**src/rtl/pipe_stage_reg_if.sv**
```systemverilog
// pipe_stage_reg_if: handshake bundle for one elastic pipeline stage.
// Carries the upstream (In_*) and downstream (Out_*) valid/ready channels
// that surround a pipe_stage_reg instance.
//   slave  : the stage register itself.
//   master : the surrounding environment (upstream producer + downstream consumer).
interface pipe_stage_reg_if #(
  parameter int unsigned DATA_W = 32,
  parameter int unsigned CTRL_W = 4
);

  logic              In_valid;
  logic              In_ready;
  logic [DATA_W-1:0] In_data;
  logic [CTRL_W-1:0] In_ctrl;

  logic              Out_valid;
  logic              Out_ready;
  logic [DATA_W-1:0] Out_data;
  logic [CTRL_W-1:0] Out_ctrl;

  modport slave (
    input  In_valid,
    input  In_data,
    input  In_ctrl,
    output In_ready,
    output Out_valid,
    output Out_data,
    output Out_ctrl,
    input  Out_ready
  );

  modport master (
    output In_valid,
    output In_data,
    output In_ctrl,
    input  In_ready,
    input  Out_valid,
    input  Out_data,
    input  Out_ctrl,
    output Out_ready
  );

endinterface

```
**src/rtl/pipe_stage_reg.sv**
```systemverilog
// pipe_stage_reg: elastic pipeline stage register with a two-entry skid buffer.
// Holds a payload plus control bits under a valid/ready handshake, sustaining
// one transfer per cycle while downstream is ready and absorbing up to two
// entries when it is not. Flush squashes everything held; control bits are
// zero whenever no valid instruction is presented downstream.
// All outputs come straight from flops: no combinational path from Out_ready
// to In_ready or from In_* to Out_*.
// Optional feature macro: PIPE_STAGE_PERF_EN adds the CNT_W parameter and the
// saturating back-pressure counter on Stall_cnt.
module pipe_stage_reg #(
  parameter int unsigned DATA_W = 32,
  parameter int unsigned CTRL_W = 4
`ifdef PIPE_STAGE_PERF_EN
  ,
  parameter int unsigned CNT_W  = 16
`endif
) (
  input  logic                  Clk,
  input  logic                  Clrn,
  input  logic                  Flush,
  pipe_stage_reg_if.slave       bus,
  output logic [1:0]            Occupancy
`ifdef PIPE_STAGE_PERF_EN
  ,
  output logic [CNT_W-1:0]      Stall_cnt
`endif
);

  // State encoding doubles as the occupancy count.
  typedef enum logic [1:0] {
    EMPTY = 2'd0,
    ONE   = 2'd1,
    TWO   = 2'd2
  } state_e;

  state_e            state_q, state_d;
  logic              in_ready_q, in_ready_d;
  logic              out_valid_q, out_valid_d;
  logic [DATA_W-1:0] head_data_q, head_data_d;
  logic [CTRL_W-1:0] head_ctrl_q, head_ctrl_d;
  logic [DATA_W-1:0] skid_data_q, skid_data_d;
  logic [CTRL_W-1:0] skid_ctrl_q, skid_ctrl_d;

  logic in_fire;
  logic out_fire;

  // Handshake events, built only from registered ready/valid and raw inputs.
  always_comb begin
    in_fire  = bus.In_valid & in_ready_q;
    out_fire = out_valid_q & bus.Out_ready;
  end

  // Next-state and datapath load selection for the head/skid pair.
  always_comb begin
    state_d     = state_q;
    head_data_d = head_data_q;
    head_ctrl_d = head_ctrl_q;
    skid_data_d = skid_data_q;
    skid_ctrl_d = skid_ctrl_q;

    if (Flush) begin
      // Any out_fire this cycle has already completed downstream; the
      // presented input is simply not captured.
      state_d = EMPTY;
    end else begin
      unique case (state_q)
        EMPTY: begin
          if (in_fire) begin
            state_d     = ONE;
            head_data_d = bus.In_data;
            head_ctrl_d = bus.In_ctrl;
          end
        end
        ONE: begin
          if (in_fire && out_fire) begin
            head_data_d = bus.In_data;
            head_ctrl_d = bus.In_ctrl;
          end else if (in_fire) begin
            state_d     = TWO;
            skid_data_d = bus.In_data;
            skid_ctrl_d = bus.In_ctrl;
          end else if (out_fire) begin
            state_d = EMPTY;
          end
        end
        TWO: begin
          // In_ready is low here, so only a dequeue can happen.
          if (out_fire) begin
            state_d     = ONE;
            head_data_d = skid_data_q;
            head_ctrl_d = skid_ctrl_q;
          end
        end
        default: begin
          state_d = EMPTY;
        end
      endcase
    end

    // Head control bits are the Out_ctrl flop: zero them whenever the stage
    // will present a bubble so Out_ctrl needs no output-side masking gate.
    // Payload data is left untouched on flush and dequeue.
    if (state_d == EMPTY) begin
      head_ctrl_d = '0;
    end

    in_ready_d  = (state_d != TWO);
    out_valid_d = (state_d != EMPTY);
  end

  // Stage state, handshake flags and payload storage.
  always_ff @(posedge Clk or negedge Clrn) begin
    if (!Clrn) begin
      state_q     <= EMPTY;
      in_ready_q  <= 1'b1;
      out_valid_q <= 1'b0;
      head_data_q <= '0;
      head_ctrl_q <= '0;
      skid_data_q <= '0;
      skid_ctrl_q <= '0;
    end else begin
      state_q     <= state_d;
      in_ready_q  <= in_ready_d;
      out_valid_q <= out_valid_d;
      head_data_q <= head_data_d;
      head_ctrl_q <= head_ctrl_d;
      skid_data_q <= skid_data_d;
      skid_ctrl_q <= skid_ctrl_d;
    end
  end

  assign bus.In_ready  = in_ready_q;
  assign bus.Out_valid = out_valid_q;
  assign bus.Out_data  = head_data_q;
  assign bus.Out_ctrl  = head_ctrl_q;
  assign Occupancy     = state_q;

`ifdef PIPE_STAGE_PERF_EN
  logic [CNT_W-1:0] stall_cnt_q, stall_cnt_d;

  // Count cycles where a valid head is blocked by downstream; saturate.
  always_comb begin
    stall_cnt_d = stall_cnt_q;
    if (out_valid_q && !bus.Out_ready && (stall_cnt_q != '1)) begin
      stall_cnt_d = stall_cnt_q + 1'b1;
    end
  end

  // Back-pressure counter; only reset clears it, Flush does not.
  always_ff @(posedge Clk or negedge Clrn) begin
    if (!Clrn) begin
      stall_cnt_q <= '0;
    end else begin
      stall_cnt_q <= stall_cnt_d;
    end
  end

  assign Stall_cnt = stall_cnt_q;
`endif

endmodule

```
**src/flat_wrapper.sv**
```systemverilog
// flat-port wrapper written by rule: the top's interface ports become plain ports
module pipe_stage_reg_flat 
#(
  parameter int unsigned DATA_W = 32,
  parameter int unsigned CTRL_W = 4

)
  (Clk, Clrn, Flush, Occupancy, bus_In_valid, bus_In_data, bus_In_ctrl, bus_In_ready, bus_Out_valid, bus_Out_data, bus_Out_ctrl, bus_Out_ready);
  pipe_stage_reg_if #(.DATA_W(DATA_W), .CTRL_W(CTRL_W)) bus_i ();
  input  logic Clk;
  input  logic Clrn;
  input  logic Flush;
  output logic [1:0] Occupancy;
  input wire logic [$bits(bus_i.In_valid)-1:0] bus_In_valid;
  input wire logic [$bits(bus_i.In_data)-1:0] bus_In_data;
  input wire logic [$bits(bus_i.In_ctrl)-1:0] bus_In_ctrl;
  output wire logic [$bits(bus_i.In_ready)-1:0] bus_In_ready;
  output wire logic [$bits(bus_i.Out_valid)-1:0] bus_Out_valid;
  output wire logic [$bits(bus_i.Out_data)-1:0] bus_Out_data;
  output wire logic [$bits(bus_i.Out_ctrl)-1:0] bus_Out_ctrl;
  input wire logic [$bits(bus_i.Out_ready)-1:0] bus_Out_ready;
  assign bus_i.In_valid = bus_In_valid;
  assign bus_i.In_data = bus_In_data;
  assign bus_i.In_ctrl = bus_In_ctrl;
  assign bus_In_ready = bus_i.In_ready;
  assign bus_Out_valid = bus_i.Out_valid;
  assign bus_Out_data = bus_i.Out_data;
  assign bus_Out_ctrl = bus_i.Out_ctrl;
  assign bus_i.Out_ready = bus_Out_ready;
  pipe_stage_reg #(.DATA_W(DATA_W), .CTRL_W(CTRL_W)) u_core (.Clk(Clk), .Clrn(Clrn), .Flush(Flush), .bus(bus_i), .Occupancy(Occupancy));
endmodule
```
**config.mk**
```make
export PLATFORM = sky130hd
export DESIGN_NAME = pipe_stage_reg_flat
export DESIGN_NICKNAME = d
export VERILOG_FILES = /design/src/rtl/pipe_stage_reg_if.sv /design/src/rtl/pipe_stage_reg.sv /design/src/flat_wrapper.sv
export SDC_FILE = /design/constraint.sdc
export NUM_CORES = 1
export LEC_CHECK = 0
export BUFFER_PORTS_ARGS = -buffer_cell sky130_fd_sc_hd__buf_4
export CAP_MARGIN = 20
export CORE_ASPECT_RATIO = 1.75
export CORE_MARGIN = 2
export CORE_UTILIZATION = 39
export CTS_CLUSTER_SIZE = 16
export DETAILED_ROUTE_END_ITERATION = 8
export PLACE_DENSITY = 0.73
export SYNTH_ARGS = -nofsm -noshare
export SYNTH_HDL_FRONTEND = slang
export SYNTH_SLANG_ARGS = --single-unit
export TNS_END_PERCENT = 20
```
**constraint.sdc**
```tcl
create_clock -name Clk -period 2.4 [get_ports Clk]
set_input_delay 0.12 -clock Clk [delete_from_list [all_inputs] [get_ports Clk]]
set_output_delay 0.12 -clock Clk [all_outputs]
set_load 0.005 [all_outputs]
```
After elaboration in Yosys (flattened, before gate mapping):

Index checks and enable logic that the tools add are counted.

* equality and inequality tests: 10
* muxes and demuxes: 17
* bitwise logic cells: 4
* reductions and logical operators: 9

Operators with widths (number)
* 2-to-1 mux 32 bit: 3
* case mux 32 bit (3 select lines): 1
* 2-to-1 mux 4 bit: 5
* 2-to-1 mux 2 bit: 6
* case mux 4 bit (3 select lines): 1
* AND reduction 5 bit: 2
* != test 3 x 1 -> 1 bit (second input constant): 3
* != test 2 x 1 -> 1 bit (second input constant): 4
* case mux 2 bit (3 select lines): 1
* zero test 2 bit: 2
* AND reduction 4 bit: 1
* nonzero test 4 bit: 1
* nonzero test 3 bit: 1
* AND 1 bit: 2
* == test 2 x 1 -> 1 bit (second input constant): 1
* == test 2 bit (second input constant): 1
* != test 2 bit (second input constant): 1
* NOT 1 bit: 2
* nonzero test 2 bit: 1
* logical AND 1 bit: 1

* bits in registers: 76
* input port bits: 41
* word-level logic and storage cells: 47

Depth between registers and ports, before layout:

* depth after elaboration: 9
* depth in mapped cells: 7

Least setup slack after synthesis:

No wires, ideal clock.

* path type: register -> register
* start: register u_core.state_q[0] (netlist: u_core.Occupancy[0])
* end: register u_core.head_data_q[0] (netlist: u_core.bus.Out_data[0])
* setup time: 137 ps
* arrival time: 1785 ps
* data required time: 2263 ps
* setup slack: 478 ps
* stages on the path, launching flop included: 7
* buffers on the path: 1
* period minus slack after synthesis: 1922 ps
* path through: dfrtp_1 -> inv_1 -> ha_1 -> a21boi_1 -> a2111oi_4 -> clkbuf_1 -> a21oi_1

* word-level cells in the longest chain between the ends: 3
* elaborated cells on any way between the ends: 9

RTL lines
* start, declared: line pipe_stage_reg.sv:36 `state_e state_q, state_d;`
* start signal, assigned: line pipe_stage_reg.sv:122 `state_q <= state_d;`
* == test 2 bit, or another cell as far along: line pipe_stage_reg.sv:66 `unique case (state_q)`
* != test 2 x 1 -> 1 bit (no line) or nonzero test 3 bit (tied branches)
* AND reduction 5 bit (no line)
* end signal, assigned: line pipe_stage_reg.sv:125 `head_data_q <= head_data_d;`
* end, declared: line pipe_stage_reg.sv:39 `logic [DATA_W-1:0] head_data_q, head_data_d;`

Several ways; a longest one is shown, not always the timed one.
A chain may end at the register's enable or synchronous reset.

Worst setup path in the final report:

* start: register u_core.state_q[0] (netlist: u_core.Occupancy[0])
* end: register u_core.head_data_q[8] (netlist: u_core.bus.Out_data[8])

Same word-level chain as after synthesis.

==> metrics.txt <==
# TYPE chip_impl_metric gauge
chip_impl_metric{name="ios",unit=""} 81
chip_impl_metric{name="ys_warn_count",unit=""} 0
chip_impl_metric{name="postSynthRegisterBits",unit=""} 76
chip_impl_info{name="worstSetupStartpointType",value="register"} 1
chip_impl_metric{name="routed_via_density",unit=""} 5.17
chip_impl_metric{name="pre_cts_worst_setup_slack",unit="ns"} 0.336
chip_impl_info{name="crit_path_end",value="u_core.bus.Out_data[8]$_DFFE_PN0P_"} 1
chip_impl_metric{name="clock-skew-final",unit="ns"} 0.00292
chip_impl_info{name="dominantRegCellSynth",value="dfrtp_1"} 1
chip_impl_metric{name="design.core.area",unit="um2"} 8260
chip_impl_metric{name="synth_enable_flop_cells",unit=""} 0
chip_impl_metric{name="critPathMaxStageDelay",unit="ns"} 0.46
chip_impl_metric{name="worst_slew_slack_as_a_fraction_of_its_limit",unit=""} 0.572
chip_impl_metric{name="floorplan.die_area",unit="um2"} 9290
chip_impl_metric{name="timing.final.setup_violations",unit=""} 0
chip_impl_metric{name="drive_gt1_frac",unit=""} 0.401
chip_impl_info{name="cp_slowest_cell",value="dfrtp_1"} 1
chip_impl_info{name="timing.rr.start",value="u_core.Occupancy[0]$_DFF_PN0_"} 1
chip_impl_metric{name="ant_nets",unit=""} 0
chip_impl_info{name="synth.largest_area_cell",value="dfrtp_1"} 1
chip_impl_metric{name="timing.final.ws_setup",unit="ns"} 0.335
chip_impl_metric{name="final_max_slew_viol_count",unit=""} 0
chip_impl_info{name="crit_type",value="register to register"} 1
chip_impl_metric{name="vias_in_the_first_global_route",unit=""} 2328
chip_impl_metric{name="antenna_cells_inserted",unit=""} 0
chip_impl_metric{name="cts_inserted_buffers",unit=""} 9
chip_impl_metric{name="finalInstanceArea",unit="um2"} 4330
chip_impl_info{name="clock_tree_from_tritoncts",value="yes"} 1
chip_impl_metric{name="largest_driver_fanout_on_the_critical_path",unit=""} 42
chip_impl_metric{name="clock_pin_slew_on_the_worst_setup_and_hold_paths",unit="ns"} 0.05
chip_impl_metric{name="tightest_slew",unit="ns"} 0.642
chip_impl_metric{name="distinct_cells_synth",unit=""} 26
chip_impl_metric{name="crit_arrival",unit="ns"} 2.31
chip_impl_metric{name="global_route.overflow_total",unit=""} 0
chip_impl_metric{name="rows",unit=""} 44
chip_impl_metric{name="grt_max_degree",unit=""} 77
chip_impl_metric{name="fillerInstances",unit=""} 724
chip_impl_metric{name="synth.net_count",unit=""} 311
chip_impl_metric{name="hold_viol_final",unit=""} 0
chip_impl_metric{name="antenna_found_initial",unit=""} 0
chip_impl_info{name="timing.critical_path.from",value="u_core.Occupancy[0]$_DFF_PN0_"} 1
chip_impl_info{name="yosys.cell_count.top_type",value="dfrtp_1"} 1
chip_impl_metric{name="grt_use_total",unit=""} 0.162
chip_impl_metric{name="finalCriticalPeriod",unit="ns"} 2.06
chip_impl_metric{name="detailed_route_drc_error_count",unit=""} 0
chip_impl_metric{name="ys_async_sr_fraction",unit=""} 1.00
chip_impl_metric{name="cell_area_synth",unit="um2"} 3320
chip_impl_metric{name="power-per-cell-area",unit="nW/um2"} 1060
chip_impl_metric{name="layout.core_utilization",unit=""} 0.525
chip_impl_metric{name="synth.top_cell.area_share",unit=""} 0.566
chip_impl_metric{name="htreeDepth",unit=""} 3
chip_impl_metric{name="die_x",unit="um"} 73.7
chip_impl_info{name="rsz_0062_raised_after_global_routing",value="no"} 1
chip_impl_metric{name="gp_routability_congestion",unit=""} 0.778
chip_impl_metric{name="worst_ir_drop_on_vdd",unit="V"} 0.000489
chip_impl_info{name="min-delay-path-class",value="primary input to register"} 1
chip_impl_metric{name="initial_core_util",unit=""} 0.402
chip_impl_metric{name="io_buffers",unit=""} 80
chip_impl_metric{name="layout-area-overhead-vs-synth",unit="%"} 30.7
chip_impl_metric{name="worst-r2r-cell-count",unit=""} 7
chip_impl_metric{name="max-cap-violations",unit=""} 0
chip_impl_info{name="post_synth_most_frequent_cells",value="dfrtp_1 (75), nor2_1 (38), mux2_2 (36), mux2i_1 (36), a21oi_1 (35)"} 1
chip_impl_info{name="reg2reg_to",value="u_core.bus.Out_data[8]$_DFFE_PN0P_"} 1
chip_impl_info{name="critical_path.cell_chain",value="inv_1, ha_2, a21boi_1, a2111oi_4, buf_4, nor2_1, a21oi_1"} 1
chip_impl_info{name="worst_setup_path_end_kind",value="register"} 1
chip_impl_metric{name="postPlaceCellArea",unit="um2"} 4050
chip_impl_metric{name="fin_crit_sh",unit=""} 0.860
chip_impl_info{name="post_synth_main_area_contributors",value="dfrtp_1 (57%), mux2_2 (12%), mux2i_1 (11%)"} 1
chip_impl_metric{name="fraction_of_the_yosys_area_taken_by_sequential_cells",unit=""} 0.574
chip_impl_metric{name="clk_latency",unit="ns"} 0.33
chip_impl_info{name="status",value="finished, final reports clean"} 1
chip_impl_metric{name="max-clock-path-buffers",unit=""} 2
chip_impl_metric{name="p_leak",unit="nW"} 1.92
chip_impl_metric{name="drt_pre_antenna_iters",unit=""} 4
chip_impl_metric{name="post_cts_buffers",unit=""} 0
chip_impl_metric{name="first_pass_grt_wire_length",unit="um"} 11300
chip_impl_metric{name="syn_inst",unit=""} 266
chip_impl_metric{name="fin_worst_hold_slack",unit="ns"} 0.0339
chip_impl_metric{name="finalWirelength",unit="um"} 6900
chip_impl_metric{name="clock_sinks",unit=""} 76
chip_impl_metric{name="crit_required",unit="ns"} 2.65
chip_impl_metric{name="average_cell_area_after_synthesis",unit="um2"} 12.5
chip_impl_metric{name="via_count",unit=""} 2305
chip_impl_metric{name="routed_wire_length_per_instance",unit="um"} 15.5
chip_impl_metric{name="max_freq",unit="MHz"} 484
chip_impl_info{name="clock_root_buffer_master",value="clkbuf_16"} 1
chip_impl_metric{name="hpwl",unit="um"} 4710
chip_impl_metric{name="tns",unit="ns"} 0
chip_impl_metric{name="fin_nets",unit=""} 397
chip_impl_metric{name="die_y",unit="um"} 126
chip_impl_metric{name="drt-initial-drc-count",unit=""} 87
chip_impl_metric{name="ff2ff_setup_slack",unit="ns"} 0.34
routing by layer:
layer	track usage	vias up	share of wire
li1	-	1114	-
met1	0.188	1132	0.39
met2	0.274	50	0.55
met3	0.0352	9	0.042
met4	0.0770	0	0.019
met5	0	-	0
stage by stage:
step | std cells | total power, mW
4_1_cts | 446 | 4.66
3_3_place_gp | 432 | 3.28
5_1_grt | 446 | 4.88
6_report | 446 | 4.59
2_1_floorplan | 266 | 2.73
3_5_place_dp | 432 | 3.35
worst min path at each step:
| stage | start | end | slack (ns) | depth (start not counted) |
|---|---|---|---|---|
| 2_1_floorplan | Clrn | u_core.Occupancy[0]$_DFF_PN0_ | -0.18 | 0 |
| 3_3_place_gp | Clrn | u_core.bus.Out_data[24]$_DFFE_PN0P_ | 0.17 | 2 |
| 3_5_place_dp | Clrn | u_core.skid_ctrl_q[1]$_DFFE_PN0P_ | 0.18 | 2 |
| 4_1_cts | bus_In_data[28] | u_core.skid_data_q[28]$_DFFE_PN0P_ | 0.02 | 2 |
| 5_1_grt | bus_In_data[28] | u_core.skid_data_q[28]$_DFFE_PN0P_ | 0.02 | 2 |
| 6_report | bus_In_data[16] | u_core.skid_data_q[16]$_DFFE_PN0P_ | 0.03 | 2 |
logic make-up after synthesis:
| family | synth area share |
|---|---|
| muxes | 0.231 |
| AOI/OAI and AO/OA | 0.0954 |
| adders and majority gates | 0.0181 |
| and+or+nand+nor | 0.0585 |
| buffers and inverters | 0.0234 |
| DFF | 0.574 |
state kept, by name, indices dropped and copies added (netlist names):
signal                count
u_core.Occupancy          2
u_core.bus.Out_ctrl       4
u_core.skid_data_q       32
u_core.bus.In_ready       1
u_core.skid_ctrl_q        4
u_core.bus.Out_valid      1
u_core.bus.Out_data      32
worst max-delay path: cells and delay by family (launching register included):
family | cells | cell delay (ns)
AOI/OAI and AO/OA | 3 | 0.69
buffers and inverters | 2 | 0.53
adders and majority gates | 1 | 0.21
and+or+nand+nor | 1 | 0.08
DFF | 1 | 0.46
area by class of cell:
class,instances,area [um2],area share
clock buffer,10,239,0.0551
clock inverter,3,40.0,0.00924
inverter,6,22.5,0.00520
multi-input combinational,171,1340,0.309
sequential,76,1900,0.439
tap,92,115,0.0266
timing repair buffer,88,676,0.156
cells in the final DEF, fill, tap and decap left out, types with 2 or more instances in the layout:
master	n
a21boi_1	2
dfrtp_1	75
mux2i_1	36
ha_1	3
mux2_2	36
nor2_1	38
clkbuf_16	9
inv_1	6
a221oi_1	4
a21oi_1	35
buf_4	86
a2111oi_4	2
nand2_1	3
clkinv_2	2
power breakdown:
group / internal (mW) / switching [mW] / leakage [nW]
clock network: 0.811 / 0.473 / 0.140
logic: 0.730 / 0.479 / 0.898
registers: 1.81 / 0.285 / 0.886
total: 3.35 / 1.24 / 1.92
repair_timing:
item                                   4_1_cts  5_1_grt
setup endpoints to repair                    0        0
gates resized for setup                      0        0
hold buffers                                 1        0
endpoints found under the hold margin       75        0
Note: power is estimated with default switching activity, not from simulation.
